### src/rtl/dram_requester.sv
// Whole-row DRAM requester: splits writes into beats and assembles read beats into a row.
// Latency: accept -> WAIT_READY -> ACTIVE (strobe) -> RESP pulse; at least 4 cycles plus DRAM time.
// Backpressure: req_ready is high only in IDLE; the DRAM side starts only when dram_ready is seen.
module dram_requester #(
  parameter int ADDRESS_LEN        = 16,
  parameter int BURST_ACCESS_WIDTH = 64,
  parameter int BURST_LEN          = 8,
  parameter int ROW_WIDTH          = BURST_LEN * BURST_ACCESS_WIDTH,
  parameter int TIMEOUT_CYCLES     = 1024
) (
  input  logic                          clk,
  input  logic                          rst,
  input  logic                          req_valid,
  output logic                          req_ready,
  input  logic                          req_we,
  input  logic [ADDRESS_LEN-1:0]        req_addr,
  input  logic [ROW_WIDTH-1:0]          req_wdata,
  output logic                          resp_valid,
  output logic [ROW_WIDTH-1:0]          resp_rdata,
  output logic                          resp_err,
  output logic [ADDRESS_LEN-1:0]        dram_addr,
  output logic                          dram_read_en,
  output logic                          dram_write_en,
  output logic [BURST_ACCESS_WIDTH-1:0] dram_wdata,
  input  logic                          dram_ready,
  input  logic                          dram_complete,
  input  logic [BURST_ACCESS_WIDTH-1:0] dram_rdata,
  input  logic                          dram_valid
);

  localparam int CW = $clog2(BURST_LEN) + 1;
  localparam int IW = $clog2(BURST_LEN);
  localparam int TW = $clog2(TIMEOUT_CYCLES) + 1;
  localparam logic [CW-1:0] BEAT_MAX = CW'(BURST_LEN);
  localparam logic [TW-1:0] TMO_LAST = TW'(TIMEOUT_CYCLES - 1);

  typedef enum logic [1:0] {IDLE, WAIT_READY, ACTIVE, RESP} state_t;

  state_t                          state;
  logic                            we;
  logic                            err;
  logic [ADDRESS_LEN-1:0]          addr_q;
  logic [CW-1:0]                   beat_cnt;
  logic [TW-1:0]                   tmo_cnt;
  logic [BURST_ACCESS_WIDTH-1:0]   wbuf [BURST_LEN];
  logic [BURST_ACCESS_WIDTH-1:0]   rbuf [BURST_LEN];
  logic [ROW_WIDTH-1:0]            rbuf_flat;
  logic [ROW_WIDTH-1:0]            resp_rdata_q;
  logic                            beat_room;
  logic                            beat_take;
  logic [CW-1:0]                   beat_nxt;

  // A beat is taken only while there is room; extra beats are dropped and flagged.
  always_comb begin
    beat_room = (beat_cnt < BEAT_MAX);
    beat_take = (state == ACTIVE) && dram_valid && beat_room;
    beat_nxt  = beat_take ? beat_cnt + CW'(1) : beat_cnt;
  end

  // Flatten the read buffer so the RESP cycle can present the row directly.
  always_comb begin
    rbuf_flat = '0;
    for (int k = 0; k < BURST_LEN; k++) begin
      rbuf_flat[k*BURST_ACCESS_WIDTH +: BURST_ACCESS_WIDTH] = rbuf[k];
    end
  end

  // Request/transaction sequencing, beat capture, timeout and error tracking.
  always_ff @(posedge clk) begin
    if (rst) begin
      state        <= IDLE;
      we           <= 1'b0;
      err          <= 1'b0;
      addr_q       <= '0;
      beat_cnt     <= '0;
      tmo_cnt      <= '0;
      resp_rdata_q <= '0;
      for (int k = 0; k < BURST_LEN; k++) begin
        wbuf[k] <= '0;
        rbuf[k] <= '0;
      end
    end else begin
      case (state)
        IDLE: begin
          if (req_valid) begin
            we       <= req_we;
            addr_q   <= req_addr;
            err      <= 1'b0;
            beat_cnt <= '0;
            tmo_cnt  <= '0;
            // rbuf is cleared so a short read returns zeros in unfilled beats.
            for (int k = 0; k < BURST_LEN; k++) begin
              wbuf[k] <= req_wdata[k*BURST_ACCESS_WIDTH +: BURST_ACCESS_WIDTH];
              rbuf[k] <= '0;
            end
            state <= WAIT_READY;
          end
        end
        WAIT_READY: begin
          if (dram_ready) state <= ACTIVE;
        end
        ACTIVE: begin
          if (beat_take) begin
            if (!we) rbuf[beat_cnt[IW-1:0]] <= dram_rdata;
            beat_cnt <= beat_nxt;
          end
          if (dram_valid && !beat_room) err <= 1'b1;
          if (dram_complete) begin
            if (beat_nxt != BEAT_MAX) err <= 1'b1;
            state <= RESP;
          end else if (tmo_cnt == TMO_LAST) begin
            err   <= 1'b1;
            state <= RESP;
          end else begin
            tmo_cnt <= tmo_cnt + TW'(1);
          end
        end
        RESP: begin
          if (!we) resp_rdata_q <= rbuf_flat;
          state <= IDLE;
        end
        default: state <= IDLE;
      endcase
    end
  end

  // Outputs decoded from the registered state; the read row is visible during RESP itself.
  always_comb begin
    req_ready     = (state == IDLE);
    resp_valid    = (state == RESP);
    resp_err      = (state == RESP) && err;
    dram_read_en  = (state == ACTIVE) && !we;
    dram_write_en = (state == ACTIVE) && we;
    dram_addr     = (state != IDLE) ? addr_q : '0;
    dram_wdata    = beat_room ? wbuf[beat_cnt[IW-1:0]] : '0;
    resp_rdata    = ((state == RESP) && !we) ? rbuf_flat : resp_rdata_q;
  end

endmodule

### config.mk
export PLATFORM = sky130hd
export DESIGN_NAME = dram_requester
export DESIGN_NICKNAME = d
export VERILOG_FILES = /design/src/rtl/dram_requester.sv
export SDC_FILE = /design/constraint.sdc
export NUM_CORES = 2
export LEC_CHECK = 0
export CORE_AREA = 2 2 464 466
export DETAILED_ROUTE_END_ITERATION = 12
export DIE_AREA = 0 0 466 468
export HOLD_SLACK_MARGIN = 0.03
export SYNTH_ARGS = -nofsm -noshare
export SYNTH_HDL_FRONTEND = slang
export SYNTH_SLANG_ARGS = --single-unit
### constraint.sdc
create_clock -name clk -period 23.2 [get_ports clk]
set_input_delay 3.48 -clock clk [delete_from_list [all_inputs] [get_ports clk]]
set_output_delay 3.48 -clock clk [all_outputs]
set_load 0.005 [all_outputs]
### Yosys cells after proc, flatten, opt, wreduce, memory -nomap -nowiden

Memory sizes are Yosys's and may differ from the RTL's. A register that Yosys moved wholly into a read port is not among the register bits.
Index checks and enable logic that the tools add are counted.

* register bits after elaboration: 547
* RAM bits: 1024
* bits of input ports: 599
* output and inout port bits: 597
* word-level logic and storage cells: 113
* memories: 2

* add/sub/neg operators: 2
* $lt $le $gt $ge: 1
* equal/unequal tests: 11
* mux-type cells: 54
* bitwise gates (word level): 17
* reductions and logical operators: 19

Memories
* rbuf: depth 8, width 64, read ports 8, clocked after Yosys merged registers in 0, write ports 8, RTL line 46 `logic [BURST_ACCESS_WIDTH-1:0] rbuf [BURST_LEN];`
* wbuf: depth 8, width 64, read ports 1, clocked after Yosys merged registers in 1, write ports 8, RTL line 45 `logic [BURST_ACCESS_WIDTH-1:0] wbuf [BURST_LEN];`

Operator list (count)
* $mux W64: 18
* $mux W512: 1
* $reduce_or A64 Y1: 1
* $mux W11: 3
* $pmux W11 S2: 1
* $mux W1: 17
* $mux W16: 1
* $or A1 B1 Y1: 16
* $mux W4: 3
* $add A11 B1 Y11 const B: 1
* $eq A11 B10 Y1 const B: 1
* $ne A2 B2 Y1 const B: 5
* $mux W3: 3
* $mux W2: 4
* $pmux W2 S4: 1
* $pmux W4 S2: 1
* $logic_and A1 B1 Y1: 7
* $reduce_and A2 Y1: 3
* $reduce_and A3 Y1: 2
* $add A4 B1 Y4 const B: 1
* $eq A2 B2 Y1 const B: 2
* $lt A4 B4 Y1 const B: 1
* $ne A4 B4 Y1 const B: 1
* $reduce_and A4 Y1: 1
* 7 further kinds: 9

### Depth between registers and ports, before layout

* depth in word-level cells: 9
* gate-level depth with buffers: 8
* depth with buffers taken out: 6

### Worst setup path before layout

OpenSTA, ideal clock, no wires.

* path kind: in2reg
* start point: in req_valid
* end point: mem wbuf[0][0] (enable)
* library setup time: 0.856 ns
* arrival: 13.665 ns
* data required time: 22.344 ns
* setup slack: 8.679 ns
* cell stages on the path: 3
* path buffers: 1
* path through: a21oi_1 > clkbuf_1 > inv_1

RTL lines
* start, declared: RTL line 13 `input logic req_valid,`
* end, declared: RTL line 45

==> flow_summary.yaml <==
timing:
  max_freq_ghz: 0.116
  skew_ns: 0.0542
  setup_viol: 0
  slew_viol_final: 0
  hold-worst-slack_ns: 0.470
  worst_pin_slew_ns: 1.23
  post-route-period-util_pct: 37.1
  rsz0062_at_grt: "no"
  post-route-min-period_ns: 8.60
  slew_headroom_pct: 18.0
  hold_violations: 0
  tns_ns: 0
floorplanning:
  die_width_um: 466
  core_sq_um: 213000
  start_util_pct: 29.7
  die_h_um: 468
  ioPinCount: 1196
  num_rows: 170
  die_area_sq_um: 218000
final_layout:
  nets: 6073
  drive_gt1_share_pct: 17.3
  syn_to_final_growth_pct: 32.6
setup_path:
  crit_slowest_cell: "buf_4"
  slowest_delay_ns: 0.96
  cp_cell_sequence: "clkdlybuf4s50_1 -> a21oi_4 -> buf_4 -> inv_8 -> buf_4 -> buf_12 -> buf_4 -> buf_4"
  start_kind: "input port"
  path_max_fanout: 153
  crit_path_frequent_cell: "buf_4"
  critPathArrivalTime_ns: 9.01
  critPathCaptureType: "flip-flop"
  worstSetupPathType: "input port to flip-flop"
  worst_ep_required_time_ns: 23.60
placed_design:
  hpwl_um: 150000
  portBuffers: 1195
  globalplace.congestion: 0.888
global_routing:
  grt_pass1_wl_um: 299000
  track_usage_pct: 19.4
  grt_pass1_vias: 38600
  grt_start_max_net_pins: 298
  antenna_found_initial: 96
  grt_overflow_total: 0
routing:
  viasPerCell: 4.60
  post_drt_wl_per_cell_um: 25.7
  drc_errors: 0
  drtPass1Iterations: 7
  ant_nets: 0
  drt_iter0_drc: 2833
  via_count: 39100
  routed_wl_um: 219000
yosys:
  synth_seq_cells: 1574
  synth_cell_types: 55
  syn_nets: 4932
  postSynthCellCount: 4327
  yosysWarnings: 0
  async_flop_share_pct: 0
  netlist_area_sq_um: 63400
  synth_area_per_cell_sq_um: 14.7
  synth_edf_count: 1024
  yosysSeqAreaShare_pct: 65.8
  synthFlopType: "edfxtp_1"
clock_network:
  clock_path_buffers: 3
  cts_root_buffer: "clkbuf_16"
  insertion_delay_ns: 0.83
  numClockSinks: 1574
  ctsHoldBuffers: 0
  cts_tree: "done"
  htreeDepth: 4
  clkTransAtPathRegs_ns: 0.05
  cts.repair.resized: 0
  cts_buffers: 175
  post_cts_buffers: 0
pwr:
  leakagePower_nw: 31.5
  power.density_nw_per_um2: 92.7
  vdd_drop_max_uv: 71.0
outcome:
  outcome: "complete, no violations"
run:
  max_cap_violations: 0
min_path:
  hp-class: "flip-flop to flip-flop"
[sequential cells by signal (all words and copies together) (netlist names), named ones only]
register      flops
addr_q           16
beat_cnt          4
err               1
rbuf            512
resp_rdata_q    512
state             2
tmo_cnt          11
wbuf            512
we                1
[through the flow]
step / setup slack [ns] / instance area (sq um) / utilization [%] / instances / total power, W
finish: 14.60 / 84100 / 39.4 / 8499 / 0.00780
floorplan: 8.68 / 63400 / - / 4327 / 0.00439
global route: 14.22 / 84100 / 39.4 / 8474 / 0.00810
detailed placement: 13.63 / 78200 / 36.6 / 8129 / 0.00506
global placement: 13.70 / 78200 / 36.6 / 8129 / 0.00505
CTS: 14.36 / 84000 / 39.4 / 8450 / 0.00790
[worst paths after layout]
path	start	end	slack, ns	depth (start not counted)
worst min-delay path	tmo_cnt[10]	tmo_cnt[10]	0.47	2
worst min register to register	tmo_cnt[10]	tmo_cnt[10]	0.47	2
worst max-delay path	req_valid	wbuf[1][37]	14.60	8
worst max register to register	state[1]	wbuf[1][37]	17.50	9
[critical path: cells and delay by family]
family	cells	cell delay, ns
compound gates	1	0.11
buf+inv	7	4.99
[cells in the mapped netlist (all sizes together) (3+ instances only)]
library cell	instances	area (sq um)
edfxtp	1024	30700
mux4	128	2880
clkbuf	176	661
a22o	17	149
inv	10	37.5
nor3	5	35.0
a21oi	11	55.1
buf	100	663
nand2	15	56.3
mux2	513	5780
ha	6	75.1
nand3	4	25.0
o21a	3	22.5
o21ai	12	60.1
mux2i	70	701
nor4	3	33.8
dfxtp	550	11000
nor2	76	323
nand4	3	18.8
o41ai	3	33.8
nor2b	147	920
nand2b	13	81.3
and2	1411	8830
[layout by cell type, fill, tap and decap left out, types with 17 or more instances in the layout]
cell / Yosys / layout
a22o_1: 17 / 17
and2_1: 1411 / 1411
buf_4: 56 / 40
clkbuf_1: 176 / 51
clkbuf_16: 0 / 185
clkdlybuf4s50_1: 0 / 1194
clkinv_1: 1 / 18
clkinv_2: 0 / 23
dfxtp_1: 550 / 546
diode_2: 0 / 49
edfxtp_1: 1024 / 1024
mux2_2: 513 / 513
mux2i_1: 70 / 70
mux4_2: 128 / 128
nor2_1: 71 / 70
nor2b_1: 147 / 146
[cell families (layout without fill, tap and decap cells)]
kind of cell | Yosys count | count (layout) | share of synthesized area [%]
adders and majority gates | 6 | 6 | 0.118
other | 0 | 49 | 0
and+or+nand+nor | 1688 | 1688 | 16.4
buffers and inverters | 287 | 1572 | 2.15
DFF | 1574 | 1574 | 65.8
AOI/OAI and AO/OA | 61 | 61 | 0.706
muxes | 711 | 711 | 14.8
[power by group]
group          switching, W  total [W]  internal [W]  leakage [nW]
Clock               0.00118    0.00281       0.00163          2.84
Combinational      0.000687    0.00127      0.000583          13.2
Sequential         0.000166    0.00372       0.00355          15.5
Total               0.00204    0.00780       0.00576          31.5
[layer usage]
layer | share of wire (%) | global-route usage, %
met4 | 4.6 | 8.94
met3 | 7.2 | 4.59
met2 | 47 | 31.6
met1 | 41 | 24.3
met5 | 0.083 | 0
[final cells by class]
cell class	count	area (sq um)
Fill cell	19900	129000
Sequential cell	1574	41800
Multi-Input combinational cell	2466	20400
Timing Repair Buffer	1240	12400
Clock buffer	251	5030
Tap cell	2838	3550
Clock inverter	70	796
Antenna cell	49	123
Inverter	11	56.3
(Power assumes the default switching activity.)
